File: src/rtl/fetch_sequencer_pkg.sv
// Shared definitions for the instruction-fetch sequencer: state encodings and default reset PC.
package fetch_sequencer_pkg;

  localparam int unsigned FETCH_ST_W = 1;

  typedef enum logic [FETCH_ST_W-1:0] {
    FETCH_ST_FETCH = 1'b0,
    FETCH_ST_HALT  = 1'b1
  } fetch_st_e;

  localparam logic [15:0] DEFAULT_RESET_PC = 16'h0200;

  // Fetch addresses wrap FFFF -> 0000.
  function automatic logic [15:0] pc_next(input logic [15:0] pc);
    return pc + 16'd1;
  endfunction

endpackage

File: src/rtl/fetch_sequencer.sv
// Instruction-fetch controller: owns the fetch PC, hides the 1-cycle memory latency, halts and
// restarts on terminator dispatch/redirect. Optional FETCH_SKID_EN adds a skid register (else replay).
module fetch_sequencer
  import fetch_sequencer_pkg::*;
#(
  parameter logic [15:0] RESET_PC = DEFAULT_RESET_PC
) (
  input  logic        clk,
  input  logic        rst,
  output logic [15:0] addr_i,
  input  logic [7:0]  din_i,
  output logic [7:0]  instr,
  output logic [15:0] instr_pc,
  output logic        instr_valid,
  input  logic        instr_ready,
  input  logic        halt_req,
  input  logic        redirect_valid,
  input  logic [15:0] redirect_addr,
  output logic        wakeup,
  output logic        halted
);

  fetch_st_e   state_q, state_d;
  logic [15:0] pc_q, pc_d;
  logic        inflight_v_q, inflight_v_d;
  logic [15:0] inflight_pc_q, inflight_pc_d;
  logic        wakeup_q;

  logic        fetch_st;
  logic        issue;
  logic        halt_go;

`ifdef FETCH_SKID_EN
  logic        skid_v_q, skid_v_d;
  logic [7:0]  skid_data_q, skid_data_d;
  logic [15:0] skid_pc_q, skid_pc_d;
  logic        stall;
`endif

  always_comb begin
    fetch_st = (state_q == FETCH_ST_FETCH);

`ifdef FETCH_SKID_EN
    instr_valid = fetch_st & (skid_v_q | inflight_v_q);
    instr       = skid_v_q ? skid_data_q : din_i;
    instr_pc    = skid_v_q ? skid_pc_q : inflight_pc_q;
    stall       = inflight_v_q & ~instr_ready & ~skid_v_q;
    issue       = fetch_st &
                  ((~skid_v_q & ~(inflight_v_q & ~instr_ready)) |
                   (skid_v_q & instr_ready & ~inflight_v_q));
    addr_i      = pc_q;
`else
    instr_valid = fetch_st & inflight_v_q;
    instr       = din_i;
    instr_pc    = inflight_pc_q;
    // Refused byte: re-read the same address so memory re-delivers it next cycle.
    addr_i      = (inflight_v_q & ~instr_ready) ? inflight_pc_q : pc_q;
    issue       = fetch_st;
`endif

    halt_go = fetch_st & halt_req & instr_valid & instr_ready;
    halted  = (state_q == FETCH_ST_HALT);
    wakeup  = wakeup_q;

    state_d       = state_q;
    pc_d          = pc_q;
    inflight_v_d  = issue;
    inflight_pc_d = inflight_pc_q;

    if (issue) begin
      inflight_pc_d = addr_i;
      pc_d          = pc_next(addr_i);
    end

`ifdef FETCH_SKID_EN
    skid_v_d    = skid_v_q;
    skid_data_d = skid_data_q;
    skid_pc_d   = skid_pc_q;
    if (fetch_st) begin
      if (skid_v_q && instr_ready) begin
        skid_v_d    = inflight_v_q;
        skid_data_d = din_i;
        skid_pc_d   = inflight_pc_q;
      end else if (stall) begin
        skid_v_d    = 1'b1;
        skid_data_d = din_i;
        skid_pc_d   = inflight_pc_q;
      end
    end
`endif

    // Terminator accepted: drop speculative bytes and freeze the PC.
    if (halt_go) begin
      state_d       = FETCH_ST_HALT;
      pc_d          = pc_q;
      inflight_pc_d = inflight_pc_q;
      inflight_v_d  = 1'b0;
`ifdef FETCH_SKID_EN
      skid_v_d      = 1'b0;
`endif
    end

    // Redirect takes priority over a simultaneous halt.
    if (redirect_valid) begin
      state_d      = FETCH_ST_FETCH;
      pc_d         = redirect_addr;
      inflight_v_d = 1'b0;
`ifdef FETCH_SKID_EN
      skid_v_d     = 1'b0;
`endif
    end
  end

  always_ff @(posedge clk or negedge rst) begin
    if (!rst) begin
      state_q       <= FETCH_ST_FETCH;
      pc_q          <= RESET_PC;
      inflight_v_q  <= 1'b0;
      inflight_pc_q <= RESET_PC;
      wakeup_q      <= 1'b0;
    end else begin
      state_q       <= state_d;
      pc_q          <= pc_d;
      inflight_v_q  <= inflight_v_d;
      inflight_pc_q <= inflight_pc_d;
      wakeup_q      <= redirect_valid;
    end
  end

`ifdef FETCH_SKID_EN
  always_ff @(posedge clk or negedge rst) begin
    if (!rst) begin
      skid_v_q    <= 1'b0;
      skid_data_q <= 8'h00;
      skid_pc_q   <= RESET_PC;
    end else begin
      skid_v_q    <= skid_v_d;
      skid_data_q <= skid_data_d;
      skid_pc_q   <= skid_pc_d;
    end
  end
`endif

endmodule

File: config.mk
export PLATFORM = sky130hd
export DESIGN_NAME = fetch_sequencer
export DESIGN_NICKNAME = d
export VERILOG_FILES = /design/src/rtl/fetch_sequencer_pkg.sv /design/src/rtl/fetch_sequencer.sv
export SDC_FILE = /design/constraint.sdc
export NUM_CORES = 1
export LEC_CHECK = 0
export ABC_CLOCK_PERIOD_IN_PS = 2000
export CAP_MARGIN = 20
export CORE_MARGIN = 3
export CORE_UTILIZATION = 41
export CTS_CLUSTER_SIZE = 14
export DETAILED_ROUTE_END_ITERATION = 8
export MAX_ROUTING_LAYER = met4
export PLACE_DENSITY = 0.76
export SLEW_MARGIN = 40
export SYNTH_ARGS = -nofsm -noshare
export SYNTH_HDL_FRONTEND = slang
export SYNTH_SLANG_ARGS = --single-unit
File: constraint.sdc
create_clock -name clk -period 2 [get_ports clk]
set_input_delay 0.4 -clock clk [delete_from_list [all_inputs] [get_ports clk]]
set_output_delay 0.4 -clock clk [all_outputs]
set_load 0.005 [all_outputs]
=== Yosys cells after proc, flatten, opt, wreduce, memory -nomap -nowiden ===
Cells that the tools add are included.

* Word-level logic and storage cells: 27
* Bits of input ports: 29
* Register bits: 35
* Output and inout bits: 43

* Add/sub/neg operators: 1
* Bitwise logic cells: 8
* Equality and inequality tests: 2
* Reductions and logical operators: 3
* Muxes and demuxes: 8

{| class="wikitable"
|+ Operator list
! operator !! count
|-
| 2-to-1 mux 16 bit || 4
|-
| adder 16 x 1 -> 16 bit, second input constant || 1
|-
| bitwise AND 1 bit || 5
|-
| 2-to-1 mux 1 bit || 4
|-
| inequality test 2 bit, second input constant || 2
|-
| AND reduction 2 bit || 2
|-
| inverter 1 bit || 3
|-
| nonzero test 2 bit || 1
|}

=== Depth between registers and ports, before layout ===
* Word-level depth: 7
* Gate-level depth with buffers: 10
* Mapped depth without buffers: 8

=== Worst setup path after synthesis ===
Ideal clock, no wire load.

* Path type: register to register
* Start: reg inflight_v_q
* End: reg pc_q[12]
* Path buffers: 2
* Data arrival time: 1,940 ps
* Period minus slack after synthesis: 2,078 ps
* Required time: 1,862 ps
* Cell stages (with the launch flop): 11
* Setup slack: -78 ps
* Library setup time: 138 ps
* Cell sequence: dfrtp_1 nor2b_2 buf_6 buf_8 and2_1 a21o_1 ha_1 nand4_4 nor4_4 xnor2_1 o221ai_2

* Cells in the longest elaborated chain, start to end: 6
* Elaborated cells between the ends (all ways): 11
* Those cells by class: 1 x add/sub; 1 x eq/ne; 4 x mux; 4 x bitwise; 1 x reduce/logical

{| class="wikitable"
|+ RTL lines
! what !! RTL line !! source
|-
| start, declared || fetch_sequencer.sv:25 || <nowiki>logic inflight_v_q, inflight_v_d;</nowiki>
|-
| start signal, assigned || fetch_sequencer.sv:124 || <nowiki>inflight_v_q <= inflight_v_d;</nowiki>
|-
| bitwise AND 1 bit || fetch_sequencer.sv:57 || <nowiki>addr_i = (inflight_v_q & ~instr_ready) ? inflight_pc_q : pc_q;</nowiki>
|-
| 2-to-1 mux 16 bit || fetch_sequencer.sv:57 ||
|-
| net addr_i[0] || fetch_sequencer.sv:10 || <nowiki>output logic [15:0] addr_i,</nowiki>
|-
| adder 16 x 1 -> 16 bit || fetch_sequencer_pkg.sv:15 || <nowiki>return pc + 16'd1;</nowiki>
|-
| 2-to-1 mux 16 bit || fetch_sequencer.sv:70 || <nowiki>if (issue) begin</nowiki>
|-
| 2-to-1 mux 16 bit || fetch_sequencer.sv:93 || <nowiki>if (halt_go) begin</nowiki>
|-
| 2-to-1 mux 16 bit || fetch_sequencer.sv:104 || <nowiki>if (redirect_valid) begin</nowiki>
|-
| end signal, assigned || fetch_sequencer.sv:123 || <nowiki>pc_q <= pc_d;</nowiki>
|-
| end, declared || fetch_sequencer.sv:24 || <nowiki>logic [15:0] pc_q, pc_d;</nowiki>
|}

The timed path passes the listed nets, and every way through them passes these cells. The select of a mux whose other input is x is not followed.
A chain may end at the register's enable or synchronous reset.

=== Worst setup path after layout ===
* Start: reg inflight_v_q
* End: reg pc_q[15]

* Cells in the longest elaborated chain, start to end: 6
* Elaborated cells between the ends (all ways): 11
* Those cells by class: 1 x add/sub; 1 x eq/ne; 4 x mux; 4 x bitwise; 1 x reduce/logical

{| class="wikitable"
|+ RTL lines
! what !! RTL line
|-
| bitwise AND 1 bit || fetch_sequencer.sv:57
|-
| 2-to-1 mux 16 bit || fetch_sequencer.sv:57
|-
| adder 16 x 1 -> 16 bit || fetch_sequencer_pkg.sv:15
|-
| 2-to-1 mux 16 bit || fetch_sequencer.sv:70
|-
| 2-to-1 mux 16 bit || fetch_sequencer.sv:93
|-
| 2-to-1 mux 16 bit || fetch_sequencer.sv:104
|}

Parallel ways exist; a longest one is shown, timed or not. The select of a mux whose other input is x is not followed.

==> impl_metrics.ini <==
[critical_path]
r2r_setup_slack_ns = -0.16
cp.arrival_ns = 2.35
crit_top_cell = buf_4
crit_slowest_cell = dfrtp_1
cp.required_ns = 2.19
worstRegToRegCells = 14
cp_max_fo = 4
reg2reg_from = inflight_v_q
cp-start-kind = register
slowest_delay_ns = 0.40
end_kind = register
rr_endpoint = pc_q[15]
criticalPathCategory = register to register
crit_chain = buf_6, nand2b_4, buf_6, buf_6, mux2i_2, inv_1, buf_4, buf_4, buf_4, buf_4, nand3_2, a21oi_2, a21oi_2, nand3_1

[sta]
period_share_pct = 108.1
fin_skew_ns = 0.009542
worst-slew-pin-transition_ns = 0.4647
hold-worst-slack_ns = 0.5107
fin_ws_ns = -0.1623
relSlewSlack_pct = 69.02
setup_violations = 16
min_period_ns = 2.162
fmax_mhz = 462.5
hold_viol = 0
drv_slew = 0
rsz0062_at_grt = yes

[global_routing]
antenna_found_initial = 0
grt-ovfl-total = 0
grt_usage_pct = 23.38
grt_start_max_net_pins = 36
grt_pass1_vias = 2251
grt_first_pass_wirelength_mm = 10.90

[die]
num_rows = 25
initial_utilization_pct = 43.97
coreArea_sq_mm = 0.004880
die_y_microns = 78.35
ios = 72
dieArea_sq_mm = 0.006138
dieWidth_microns = 78.35

[placed_design]
gp_congestion = 0.8392
port_buffers = 55
hpwl_mm = 4.203
dp_slack_ns = -0.5336

[logic_synthesis]
synthAdderAreaFrac_pct = 0.5831
synthFlopType = dfrtp_1
yosys_warnings = 0
syn_inst = 234
synth_top_family_by_area = simple AND/OR/NAND/NOR gates
synth.distinct_cells = 43
synth.mux.area_fraction_pct = 11.31
async_reset_ff_share_pct = 100.0
syn_avg_cell_area_sq_um = 9.170
synthXorXnorAreaFrac_pct = 4.490
synth_nets = 264
synth-edff-count = 0
yosysSeqAreaShare_pct = 40.93
yosys.area_share.simple_pct = 20.58
synth_area_sq_mm = 0.002146
ys_ff_latch = 35
synth_compound_area_share_pct = 12.94

[cells_and_area]
multiInputGateArea_sq_mm = 0.001340
register_area_sq_um = 878.3
final_cell_mix = buf_4, nand2_1, clkdlybuf4s50_1
finalNetCount = 381
antenna_cells = 0
utilization_pct = 74.67
drive_above_1_share_pct = 43.18
area_growth_pct = 69.80
final_common_cell = buf_4
n_fill_cell = 309

[routing]
dr.pass1.iters = 5
wl_per_cell_microns = 17.98
drc_errors = 0
drtIter0Drc = 185
ant_nets = 0
avgViaCountPerCell = 5.434
vias = 2277
drt-total-wl_mm = 7.533

[clock_network]
postCtsHoldBufs = 0
cts.sinks = 35
clk_pin_slew_ns = 0.08
clockBufferDepth = 2
cts_root_buf = clkbuf_8
clock_latency_ns = 0.31
cts_tree = done
htree_levels = 2
numCtsBuffers = 5

[hold_path]
hold_path.class = input pin to async pin

[status]
outcome = complete, but fails checks
violations = setup timing

[power_and_ir_drop]
powerDensity_mw_per_mm2 = 802.9
vdd_drop_max_v = 0.0005603
leakagePower_nw = 1.624

[flow_run]
drv_cap = 0
synthesized netlist by cell type, types with 3 or more instances:
cell type  count  area, sq um
o21ai_0       21        105.1
clkbuf_1       9        33.78
nand3_1        6        30.03
nor2_1         4        15.01
o221ai_1       3        26.28
buf_4          8        60.06
mux2i_1       13        130.1
a21oi_1        9        45.04
inv_1         12        45.04
buf_6          3        33.78
mux2_2         3        33.78
nor4_2         3        37.54
o21ai_1        3        15.01
dfrtp_1       33        825.8
mux2i_2        3        41.29
xnor2_1       11        96.34
nor3_1         4        20.02
nand2_1       52        195.2
state kept, by name, indices dropped and copies added (netlist names):
signal / count
inflight_v_q: 1
instr_pc: 16
halted: 1
wakeup: 1
pc_q: 16
area by class of cell:
type	instances	area share [%]
multi-input cells	164	36.78
repair buffers	131	33.04
flip-flops and latches	35	24.11
well taps	67	2.301
clock buffers	5	1.889
inverters	14	1.477
clock inverters	3	0.4121
logic make-up (layout without fill, tap and decap cells):
logic type	Yosys count	after routing
simple gates	86	86
flops	35	35
compound gates	45	45
buf+inv	35	153
fa+ha+maj	1	1
mux	21	21
xor+xnor	11	11
report_power, final:
group          internal, mW  switching (mW)  total (mW)
sequential            0.845           0.175        1.02
clock                 0.238           0.287       0.525
combinational         0.791           0.589        1.38
total                  1.87            1.05        2.93
through the flow:
step                std cells  total power [mW]  TNS, ns  area, sq um
floorplan                 234             1.425        0         2158
global placement          377             2.027   -12.44         3003
detailed placement        377             2.058   -13.69         3003
CTS                       406             2.705  -0.2641         3408
global route              419             3.073   -2.725         3643
finish                    419             2.925   -1.069         3643
worst max-delay path, delay by kind of cell (launching register included):
| kind | cells | cell delay, ns |
|---|---|---|
| multiplexers | 1 | 0.26 |
| AND/OR/NAND/NOR | 3 | 0.24 |
| AO/OA/AOI/OAI | 2 | 0.17 |
| buffers and inverters | 8 | 0.97 |
| flip-flops | 1 | 0.40 |
worst max-delay path by stage:
stage	from	end	cells past startpoint
after global routing	inflight_v_q	pc_q[15]	14
after global placement	instr_ready	addr_i[3]	6
after CTS	inflight_v_q	addr_i[7]	7
after floorplan	inflight_v_q	pc_q[12]	10
after detailed placement	instr_ready	addr_i[3]	6
final	inflight_v_q	pc_q[15]	14
routing by layer:
layer / track usage [%] / wire, microns / up-vias
met5: - / 0 / -
met4: 8.566 / 242 / 0
met3: 4.817 / 436 / 23
met2: 37.50 / 3619 / 99
met1: 29.34 / 3235 / 1124
li1: - / - / 1031
repair_timing:
| item | in CTS | in global routing |
|---|---|---|
| cloned | 1 | 0 |
| endpoints found under the setup margin | 29 | 28 |
| pin swaps | 4 | 8 |
| gates resized for setup | 72 | 50 |
| setup buffers | 20 | 15 |
Note: power is estimated with default switching activity, not from simulation.
